## config.mk

```make
export PLATFORM = sky130hd
export DESIGN_NAME = uart_rx
export DESIGN_NICKNAME = d
export VERILOG_FILES = /design/src/rtl/uart_rx.sv
export SDC_FILE = /design/constraint.sdc
export NUM_CORES = 1
export LEC_CHECK = 0
export BUFFER_PORTS_ARGS = -buffer_cell sky130_fd_sc_hd__buf_2
export CORE_UTILIZATION = 62
export CTS_CLUSTER_DIAMETER = 40
export DETAILED_ROUTE_END_ITERATION = 7
export PLACE_DENSITY = 0.87
export REMOVE_ABC_BUFFERS = 1
export SLEW_MARGIN = 40
export SYNTH_ARGS = -nofsm -noshare
export SYNTH_HDL_FRONTEND = slang
export SYNTH_SLANG_ARGS = --single-unit
export TNS_END_PERCENT = 5
```

## constraint.sdc

```tcl
create_clock -name clk_i -period 4.2 [get_ports clk_i]
set_clock_uncertainty 0.05 [all_clocks]
set_input_delay 1.26 -clock clk_i [delete_from_list [all_inputs] [get_ports clk_i]]
set_output_delay 1.26 -clock clk_i [all_outputs]
set_load 0.03 [all_outputs]
```

## src/rtl/uart_rx.sv

```systemverilog
// uart_rx: 8N1 UART receiver with valid/ready byte output, frame-error and overrun pulses
// Ports:
//   clk_i        system clock, all state updates on the rising edge
//   rst_ni       asynchronous active-low reset
//   rxd_i        serial line, asynchronous to clk_i, idle high
//   rvalid_o     received byte available in rdata_o
//   rready_i     consumer accepts the byte when rvalid_o & rready_i
//   rdata_o      received byte, stable while rvalid_o is high
//   frame_err_o  one-cycle pulse when the stop bit is sampled low
//   overrun_o    one-cycle pulse when a completed byte is dropped
//   busy_o       high whenever the receiver is not idle
module uart_rx #(
   parameter int CLK_FREQ_MHZ = 100,
   parameter int BAUD_RATE    = 1000000
) (
   input  logic       clk_i,
   input  logic       rst_ni,
   input  logic       rxd_i,
   output logic       rvalid_o,
   input  logic       rready_i,
   output logic [7:0] rdata_o,
   output logic       frame_err_o,
   output logic       overrun_o,
   output logic       busy_o
);
   localparam int BIT_CYCLES = CLK_FREQ_MHZ * 1000000 / BAUD_RATE;
   localparam int HALF       = BIT_CYCLES / 2;
   localparam int CW         = (BIT_CYCLES > 1) ? $clog2(BIT_CYCLES) : 1;
   localparam logic [CW-1:0] BIT_LD  = CW'(BIT_CYCLES - 1);
   localparam logic [CW-1:0] HALF_LD = CW'(HALF - 1);

   typedef enum logic [2:0] {IDLE, START, DATA, STOP, BREAK} state_t;

   state_t        state_q, state_d;
   logic [CW-1:0] cnt_q, cnt_d;
   logic [2:0]    idx_q, idx_d;
   logic [7:0]    sh_q, sh_d;
   logic [1:0]    sync_q;
   logic          rx_d;
   logic [2:0]    arm_q;
   logic          rx_s, fall, tick, done, ferr, accept;

   assign rx_s = sync_q[1];
   assign tick = cnt_q == '0;
   // The synchronizer resets to 1, so the first few samples after reset are not
   // real line history; arming edge detection only once rx_d holds a real sample
   // keeps a line that is already low at release from looking like a start edge.
   assign fall = arm_q[2] & rx_d & ~rx_s;

   always_ff @(posedge clk_i or negedge rst_ni) begin
      if (!rst_ni) begin
         state_q <= IDLE;
         cnt_q   <= '0;
         idx_q   <= '0;
         sh_q    <= '0;
         sync_q  <= 2'b11;
         rx_d    <= 1'b1;
         arm_q   <= '0;
      end else begin
         state_q <= state_d;
         cnt_q   <= cnt_d;
         idx_q   <= idx_d;
         sh_q    <= sh_d;
         sync_q  <= {sync_q[0], rxd_i};
         rx_d    <= rx_s;
         arm_q   <= {arm_q[1:0], 1'b1};
      end
   end

   always_comb begin
      state_d = state_q;
      cnt_d   = tick ? cnt_q : cnt_q - 1'b1;
      idx_d   = idx_q;
      sh_d    = sh_q;
      unique case (state_q)
         IDLE:  if (fall) begin
            state_d = START;
            cnt_d   = HALF_LD;
         end
         START: if (tick) begin
            state_d = rx_s ? IDLE : DATA;
            cnt_d   = BIT_LD;
            idx_d   = '0;
         end
         DATA:  if (tick) begin
            sh_d[idx_q] = rx_s;
            cnt_d       = BIT_LD;
            idx_d       = idx_q + 3'd1;
            state_d     = (idx_q == 3'd7) ? STOP : DATA;
         end
         STOP:  if (tick) state_d = rx_s ? IDLE : BREAK;
         BREAK: if (rx_s) state_d = IDLE;
         default: state_d = IDLE;
      endcase
   end

   always_comb begin
      busy_o = state_q != IDLE;
      done   = (state_q == STOP) & tick & rx_s;
      ferr   = (state_q == STOP) & tick & ~rx_s;
      accept = ~rvalid_o | rready_i;
   end

   always_ff @(posedge clk_i or negedge rst_ni) begin
      if (!rst_ni) begin
         rvalid_o    <= 1'b0;
         rdata_o     <= '0;
         frame_err_o <= 1'b0;
         overrun_o   <= 1'b0;
      end else begin
         rvalid_o    <= done | (rvalid_o & ~rready_i);
         rdata_o     <= (done & accept) ? sh_q : rdata_o;
         frame_err_o <= ferr;
         overrun_o   <= done & ~accept;
      end
   end
endmodule

```

After elaboration in Yosys (flattened, before gate mapping)
Index checks and enable logic that the tools add are counted.

Add/subtract/negate cells: 2. $lt $le $gt $ge: 2. Equal/unequal tests: 10. Muxes and demuxes: 19. Bitwise gates (word level): 14. Reductions and logical operators: 9.

Operators by type and width (count): 2-to-1 mux 3 bit (8); 2-to-1 mux 7 bit (3); one-hot mux 3 bit (5 select lines) (1); one-hot mux 7 bit (2 select lines) (1); inequality test 2 bit (second input constant) (5); bitwise AND 1 bit (8); bitwise mux 8 bit (1); zero test 7 bit (1); subtractor 7 x 1 -> 7 bit (second input constant) (1); == test 3 x 2 -> 1 bit (second input constant) (2); == test 3 bit (second input constant) (2); one-hot mux 3 bit (2 select lines) (1); AND reduction 5 bit (1); < comparator 3 x 4 -> 1 bit (second input constant) (1); inverter 1 bit (4); adder 3 x 1 -> 3 bit (second input constant) (1); demux 1 bit (select 3 bit) (1); == test 3 x 1 -> 1 bit (second input constant) (1); greater-or-equal comparator 3 x 1 -> 1 bit (second input constant) (1); zero test 3 bit (1); AND reduction 3 bit (1); nonzero test 3 bit (1); 2-to-1 mux 1 bit (2); 2-to-1 mux 2 bit (1); 5 further kinds (6).

Register bits after elaboration: 38. Input port bits: 4. Output and inout bits: 12. Logic and storage cells: 67.

Longest topological paths before layout
Gate-level depths: netlist of the first run.

Depth after elaboration: 5. Depth in mapped cells: 8. Depth with buffers taken out: 8.

Worst setup path before layout of the first run
No wires, ideal clock.

Path kind: reg2out. Start point: reg state_q[2]. End point: out busy_o. Arrival: 1.072 ns. Required time: 2.890 ns. Slack: 1.818 ns. Stages on the path, launching flop included: 3. Path buffers: 1. Cell sequence: dfrtp_1 -> clkbuf_1 -> or3_1.

Cells in the longest elaborated chain, start to end: 1.

RTL lines: start, declared (RTL line 34) `state_t state_q, state_d;`; start signal, assigned (RTL line 60) `state_q <= state_d;`; nonzero test 3 bit (RTL line 98) `busy_o = state_q != IDLE;`; end, declared (RTL line 24) `output logic busy_o`.

No other way between the ends.

Worst setup path after layout of the first run
Start point: reg state_q[0]. End point: out busy_o.

The elaborated chain is that of the path after synthesis.

==> results of run 1 <==
## critical path: stages (launching register included)
cell     delay [ns]
dfrtp_1        0.59
or3_1          0.42
buf_2          0.19
## cell type report
| type | instances | share of cell area (%) |
|---|---|---|
| timing repair buffer | 15 | 4.13 |
| multi-input combinational | 95 | 38.7 |
| clock buffer | 7 | 2.93 |
| inverter | 5 | 1.13 |
| tap | 30 | 2.00 |
| clock inverter | 1 | 0.266 |
| sequential | 38 | 50.8 |
## flip-flops by register name, summed over array words and instances (netlist names)
register / count
rdata_o: 8
sh_q: 8
cnt_q: 7
arm_q: 3
idx_q: 3
state_q: 3
sync_q: 2
frame_err_o: 1
overrun_o: 1
rvalid_o: 1
rx_d: 1
## cell families (layout without fill, tap and decap cells)
logic type	count (synthesis)	in the layout	synth area share (%)
compound gates	22	22	8.83
fa+ha+maj	5	5	3.62
mux	17	17	11.1
other cells	1	1	0.217
buf+inv	10	28	2.75
simple gates	47	47	16.8
flops	38	38	55.2
xor+xnor	3	3	1.52
## cells in the mapped netlist
cell,n
conb_1,1
a22o_1,5
nor4_1,1
o311a_1,1
and3_1,1
nor3b_1,2
nand4_4,1
or3_4,1
xor2_1,1
nand4_1,1
a21oi_1,3
o311ai_0,1
nand3b_1,1
nor4_2,2
nand2_1,12
o21ai_0,7
nand3_1,1
inv_1,4
clkbuf_1,4
nor2_1,11
mux2_2,17
nor2b_1,1
a211oi_1,2
buf_6,1
dfstp_2,3
o31ai_1,1
nor2_8,1
nor3_2,1
a221oi_1,1
dfrtp_1,35
or4_1,3
or2_2,1
or3_1,1
ha_1,5
inv_4,1
xnor2_1,2
a311oi_1,1
nand2b_1,3
nor3_1,2
## report_power, final
part,internal [mW],leakage (nW),switching (mW)
sequential,0.418,0.492,0.0711
combinational,0.0975,0.383,0.131
clock,0.0811,0.0353,0.110
total,0.596,0.910,0.312
## per-stage QoR
stage,utilization [%],cell area [µm²],setup slack [ns],instances,hold WS [ns]
6_report,73.8,1880,1.36,191,0.304
5_1_grt,73.8,1880,1.27,191,0.322
4_1_cts,73.7,1880,1.34,191,0.310
3_5_place_dp,71.3,1820,1.72,183,0.286
3_3_place_gp,71.3,1820,1.75,183,0.283
2_1_floorplan,-,1700,1.86,138,0.281
## routing by layer
metal  GRT usage (%)  part of all wire (%)  up-vias
met2            36.5                    48       16
met4            12.0                   1.5        0
met1            31.8                    48      569
met3            5.83                   2.7        5
met5               0                     0        -
li1                -                     -      548
## how the worst max path moves through the flow
stage,startpoint,to,depth (start not counted)
finish,state_q[0],busy_o,2
CTS,state_q[0],busy_o,2
global route,state_q[0],busy_o,2
floorplan,state_q[0],busy_o,1
detailed placement,state_q[0],busy_o,2
global placement,state_q[0],busy_o,2
## layout by cell type (no fill, tap or decap), types with 2 or more instances in the layout
cell type / count
a22o_1: 5
nor3b_1: 2
nand2_1: 12
mux2_2: 17
dfrtp_1: 35
nor2_1: 11
nor3_1: 2
buf_2: 14
or4_1: 3
a211oi_1: 2
dfstp_2: 3
ha_1: 5
xnor2_1: 2
o21ai_0: 7
inv_1: 4
nor4_2: 2
clkbuf_4: 5
a21oi_1: 3
nand2b_1: 3
==> results by group, run 1 <==
STA
  – Final worst-path cycle share: 67.6%
  – Setup repair after global routing missed its margin: no
  – Max-slew violation count: 0
  – Worst slew margin: 64.3%
  – Max frequency: 352 MHz
  – Final min period: 2.84 ns
  – Post-route setup TNS: 0 ns
  – Worst Tran Pin Value: 0.531 ns
  – Final hold violations: 0
  – Final setup viols: 0

GRT
  – Pin count of the biggest net entering global routing: 39
  – Initial antenna violation count: 0
  – GRT Util Overall: 24.1%
  – First-pass GRT wire length: between 4 and 5 mm
  – Vias in the first global route: about 1100
  – GR Overflow Total: 0

Synthesis
  – Warnings, synthesis: 0
  – Synth area leaders: dfrtp_1 51%, mux2_2 11%, dfstp_2 4.6%
  – Synthesized flop and latch total: 38
  – Top cell type's share of synthesized area: between 50% and 60%
  – Seq/Total Area, Yosys: 55.2%
  – Avg Inst Size Synth: 12.1 µm²
  – Synth area leader: dfrtp_1
  – Cells after synthesis: 143
  – Synthesized area: roughly 1700 µm²
  – Yosys cell types: 39

Clock network
  – CTS H-Tree Depth: 2
  – CTS tree: yes
  – Reg clk slew, reported paths: around 0.11 ns
  – Clk root buf: clkbuf_4
  – Maximum clock insertion buffer count: 2
  – Post-CTS setup buffers: 0
  – Hold buffers post-CTS: 0
  – # clock sinks: 38
  – Clock Latency Late Sink: 0.34 ns
  – PostCTS Resize Cnt: 0
  – CTS buffer count: 5

Placed design
  – Port bufs: 15
  – Dpl hpwl: 2.04 mm
  – Final Wtd Congestion: about 0.76

Detailed routing
  – DRC: 0
  – Vias/cell: 5.96
  – Via count: 1138
  – Routed WL: 2.84 mm
  – Routed Antenna Nets: 0
  – WL per Instance: between 10 and 15 µm
  – Drt first pass iters: 4
  – Initial DRC count: 24

Min path
  – Hold wc startpoint: sync_q[0]
  – Hold Crit Endpoint: sync_q[1]
  – HP Class: flop to flop
  – Hold-critical path depth: 0

Die
  – Rows: 18
  – Area of the die: 3000 µm²
  – Die width: 54.8 µm
  – Initial core utilization: about 68%
  – Core ar.: about 2500 µm²
  – Die Ht: 54.8 µm
  – IO Pins: 16

Worst setup path
  – Setup slack, reg-to-reg: around 1.9 ns
  – Reg2Reg Depth: 5
  – CP Capture Type: output pin
  – WP data required: just under 3 ns
  – R2r startpoint: cnt_q[2]
  – CP Max Fanout: 15
  – Reg-to-reg endpoint: idx_q[0]
  – Type of element launching the critical path: flop
  – Worst Path Arrival: 1.53 ns
  – Crit Path Class: flop to output pin

Finish
  – Register area: about 950 µm²
  – Area of the multi-input gates: 727 µm²
  – Fill cells: 182
  – Final net count: 169
  – Ant. Diodes: 0
  – Synth-to-layout area growth: 8.61%
  – Layout cells sized above 1: 31.1%

Power
  – Worst VDD drop: 0.401 mV
  – PwrDens: 484 nW/µm²
  – Total power: 0.909 mW
  – LEAKAGE: 0.910 nW

Job
  – MaxCap Viol Count: 0

Outcome
  – Status: finished, final reports clean
Note: power is estimated with default switching activity, not from simulation.
==> inputs of run 2 (changes only) <==
--- a/config.mk
+++ b/config.mk
@@ -6,10 +6,10 @@
 export NUM_CORES = 1
 export LEC_CHECK = 0
 export BUFFER_PORTS_ARGS = -buffer_cell sky130_fd_sc_hd__buf_2
-export CORE_UTILIZATION = 62
+export CORE_UTILIZATION = 52
 export CTS_CLUSTER_DIAMETER = 40
 export DETAILED_ROUTE_END_ITERATION = 7
-export PLACE_DENSITY = 0.87
+export PLACE_DENSITY = 0.78
 export REMOVE_ABC_BUFFERS = 1
 export SLEW_MARGIN = 40
 export SYNTH_ARGS = -nofsm -noshare
==> constraint.sdc (replaced) <==
create_clock -name clk_i -period 2.3 [get_ports clk_i]
set_clock_uncertainty 0.05 [all_clocks]
set_input_delay 0.69 -clock clk_i [delete_from_list [all_inputs] [get_ports clk_i]]
set_output_delay 0.69 -clock clk_i [all_outputs]
set_load 0.03 [all_outputs]
==> run 2 against run 1 <==
Against the previous run:
- global-route usage is 3.1 points lower
- via count is 4.0% higher
- register-to-register slack worse by 1.7 ns
- combinational power is 110% higher
- hold slack worse by 0.053 ns
- critical endpoint is now idx_q[0]
==> results by group, run 2 (same netlist as run 1, synthesis figures left out) <==
Clock network
  – Reg clk slew, reported paths: 0.11 ns (about the same)
  – Clk root buf: clkbuf_4
  – CTS tree: yes
  – CTS buffer count: 5 (unchanged)
  – Post-CTS setup buffers: 0 (unchanged)
  – Maximum clock insertion buffer count: 2 (unchanged)
  – Clock Latency Late Sink: 0.33 ns (about the same)
  – CTS H-Tree Depth: 2 (unchanged)
  – # clock sinks: 38 (unchanged)

Detailed routing
  – Initial DRC count: 43 (+79%)
  – WL met1: 1.38 mm (+1.2%)
  – Routed Antenna Nets: 0 (unchanged)
  – Vias/cell: 5.66 (-5.0%)
  – Routed WL: 3.13 mm (+10%)
  – Via count: 1183 (+4.0%)
  – Metal3 WL: 137 µm (+78%)
  – Routed met2 length: 1.58 mm (+17%)
  – Max Used Layer: met4
  – WL per Instance: 15.0 µm (+0.72%)
  – DRC: 0 (unchanged)
  – Drt first pass iters: 4 (unchanged)

Finish
  – Final net count: 173 (+2.4%)
  – Synth-to-layout area growth: 12.1%
  – Largest regs: rdata_o: 8 flops, sh_q: 8 flops, cnt_q: 7 flops
  – Ant. Diodes: 0 (unchanged)
  – Leading cell type in the layout, fill and taps excluded: dfrtp_1
  – Layout cells sized above 1: 32.7% (+1.7 points)
  – Most frequent cells in the layout: 35 x dfrtp_1, 17 x mux2_2, 15 x buf_2, 12 x nand2_1, 11 x nor2_1

Die
  – Rows: 20 (+2)
  – Die width: 59.7 µm (+8.9%)
  – Core ar.: 3100 µm² (+22%)
  – IO Pins: 16 (unchanged)
  – Area of the die: 3560 µm² (+19%)
  – Die Ht: 59.7 µm (+8.9%)
  – Initial core utilization: 55.7% (-12 points)

Placed design
  – Final Wtd Congestion: 0.793 (+4.8%)
  – Pre-CTS WS: 0.0675 ns (-1.66 ns)
  – Dpl hpwl: 2.24 mm (+9.8%)
  – Port bufs: 15 (unchanged)

Outcome
  – Status: finished, final reports clean

Power
  – LEAKAGE: 0.932 nW (+2.5%)
  – Clock network power share: 20.6% (-0.5 points)
  – Int Pwr: 1.11 mW (+87%)
  – Flop pwr share: 50.8% (-3.0 points)
  – Worst VDD drop: 0.451 mV (+12%)
  – Combinational fraction of design power: 28.7% (+3.6 points)
  – Sw Pwr: 0.584 mW (+87%)
  – PwrDens: 876 nW/µm² (+81%)
  – Net Sw Frac: 34.4% (about the same)

STA
  – Final worst-path cycle share: 90.9%
  – Final hold violations: 0 (unchanged)
  – Worst slew margin: 61.5% (-2.8 points)
  – Setup WS post-layout: 0.210 ns (-1.15 ns)
  – Worst Tran Pin Value: 0.572 ns (+0.0411 ns)
  – Final min period: 2.09 ns
  – Final setup viols: 0 (unchanged)
  – Setup repair after global routing missed its margin: no
  – Max-slew violation count: 0 (unchanged)
  – Post-route setup TNS: 0 ns (unchanged)
  – Max frequency: 479 MHz

Worst setup path
  – CP top delay family: simple AND/OR/NAND/NOR gates
  – Worst Path Arrival: 2.27 ns (+0.74 ns)
  – CP cell instances: or4_4, nor2_8, inv_4, or3_4, a22o_1
  – WP data required: 2.48 ns (-0.41 ns)
  – Crit Path Class: flop to flop
  – Crit-path max cell delay: 0.66 ns (+0.07 ns)
  – CP Capture Type: flop
  – Critical path depth: 5 (+3)
  – Reg2Reg Depth: 5 (unchanged)
  – CP Buf/Inv Count: 1 (unchanged)
  – Slowest stage cell, crit path: or4_4
  – Type of element launching the critical path: flop
  – CP Max Fanout: 8 (-7)

GRT
  – GRT Util Overall: 21.0% (-3.1 points)
  – GR Overflow Total: 0 (unchanged)
  – First-pass GRT wire length: 5.44 mm (+13%)
  – Initial antenna violation count: 0 (unchanged)
  – Pin count of the biggest net entering global routing: 39 (unchanged)
  – Vias in the first global route: 1196 (+12%)

Job
  – MaxCap Viol Count: 0 (unchanged)

Min path
  – HP Class: input port to asynchronous set/reset pin
-- run 2: cell types whose count changed in the layout (fill, tap and decap cells not counted), sizes merged --
cell	delta
buf	+4
clkinv	-1
clkbuf	+1
-- run 2: routing by layer --
layer,vias to the layer above,global-route usage (%)
met3,4,4.98
met2,32,33.5
met5,-,0
li1,555,-
met1,592,27.0
met4,0,9.97
-- run 2: layout make-up --
cell class,instances,area [µm²]
timing repair buffer,19,118
clock buffer,8,58.8
tap,44,55.1
fill,256,1160
sequential,38,955
inverter,5,21.3
multi-input combinational,95,731
-- run 2: worst paths after layout --
kind                       startpoint         end  slack, ns
max in group asynchronous      rst_ni   sync_q[0]       1.69
min reg2reg                  arm_q[1]    arm_q[2]       0.31
max reg2reg                  cnt_q[2]    idx_q[0]       0.21
max                          cnt_q[2]    idx_q[0]       0.21
min in group clk_i           arm_q[1]    arm_q[2]       0.31
min                            rst_ni  state_q[0]       0.25
-- run 2: worst reg2reg max path, cell delays in order, from the launching register on --
cell and delay (ns):
dfrtp_1 0.45, or4_4 0.66, nor2_8 0.19, inv_4 0.07, or3_4 0.34, a22o_1 0.23
-- run 2: what timing repair did --
item                                    in CTS  in global routing
endpoints found under the setup margin       0                 16
hold buffers                                 0                  0
resized for setup                            0                  1
-- run 2: power by group through the flow --
stage | clock network, mW | registers (mW) | logic (mW)
2_1_floorplan | 0 | 0.869 | 0.329
3_3_place_gp | 0 | 0.857 | 0.462
3_5_place_dp | 0 | 0.870 | 0.480
4_1_cts | 0.364 | 0.859 | 0.482
5_1_grt | 0.391 | 0.876 | 0.548
6_report | 0.349 | 0.862 | 0.487
-- run 2: stage by stage --
step / instance area [µm²] / hold slack [ns] / power, mW / std cells / utilization (%)
2_1_floorplan: 1700 / 0.281 / 1.20 / 138 / -
3_3_place_gp: 1880 / 0.286 / 1.32 / 201 / 60.4
3_5_place_dp: 1880 / 0.285 / 1.35 / 201 / 60.4
4_1_cts: 1930 / 0.255 / 1.71 / 209 / 62.3
5_1_grt: 1940 / 0.249 / 1.81 / 209 / 62.5
6_report: 1940 / 0.251 / 1.70 / 209 / 62.5
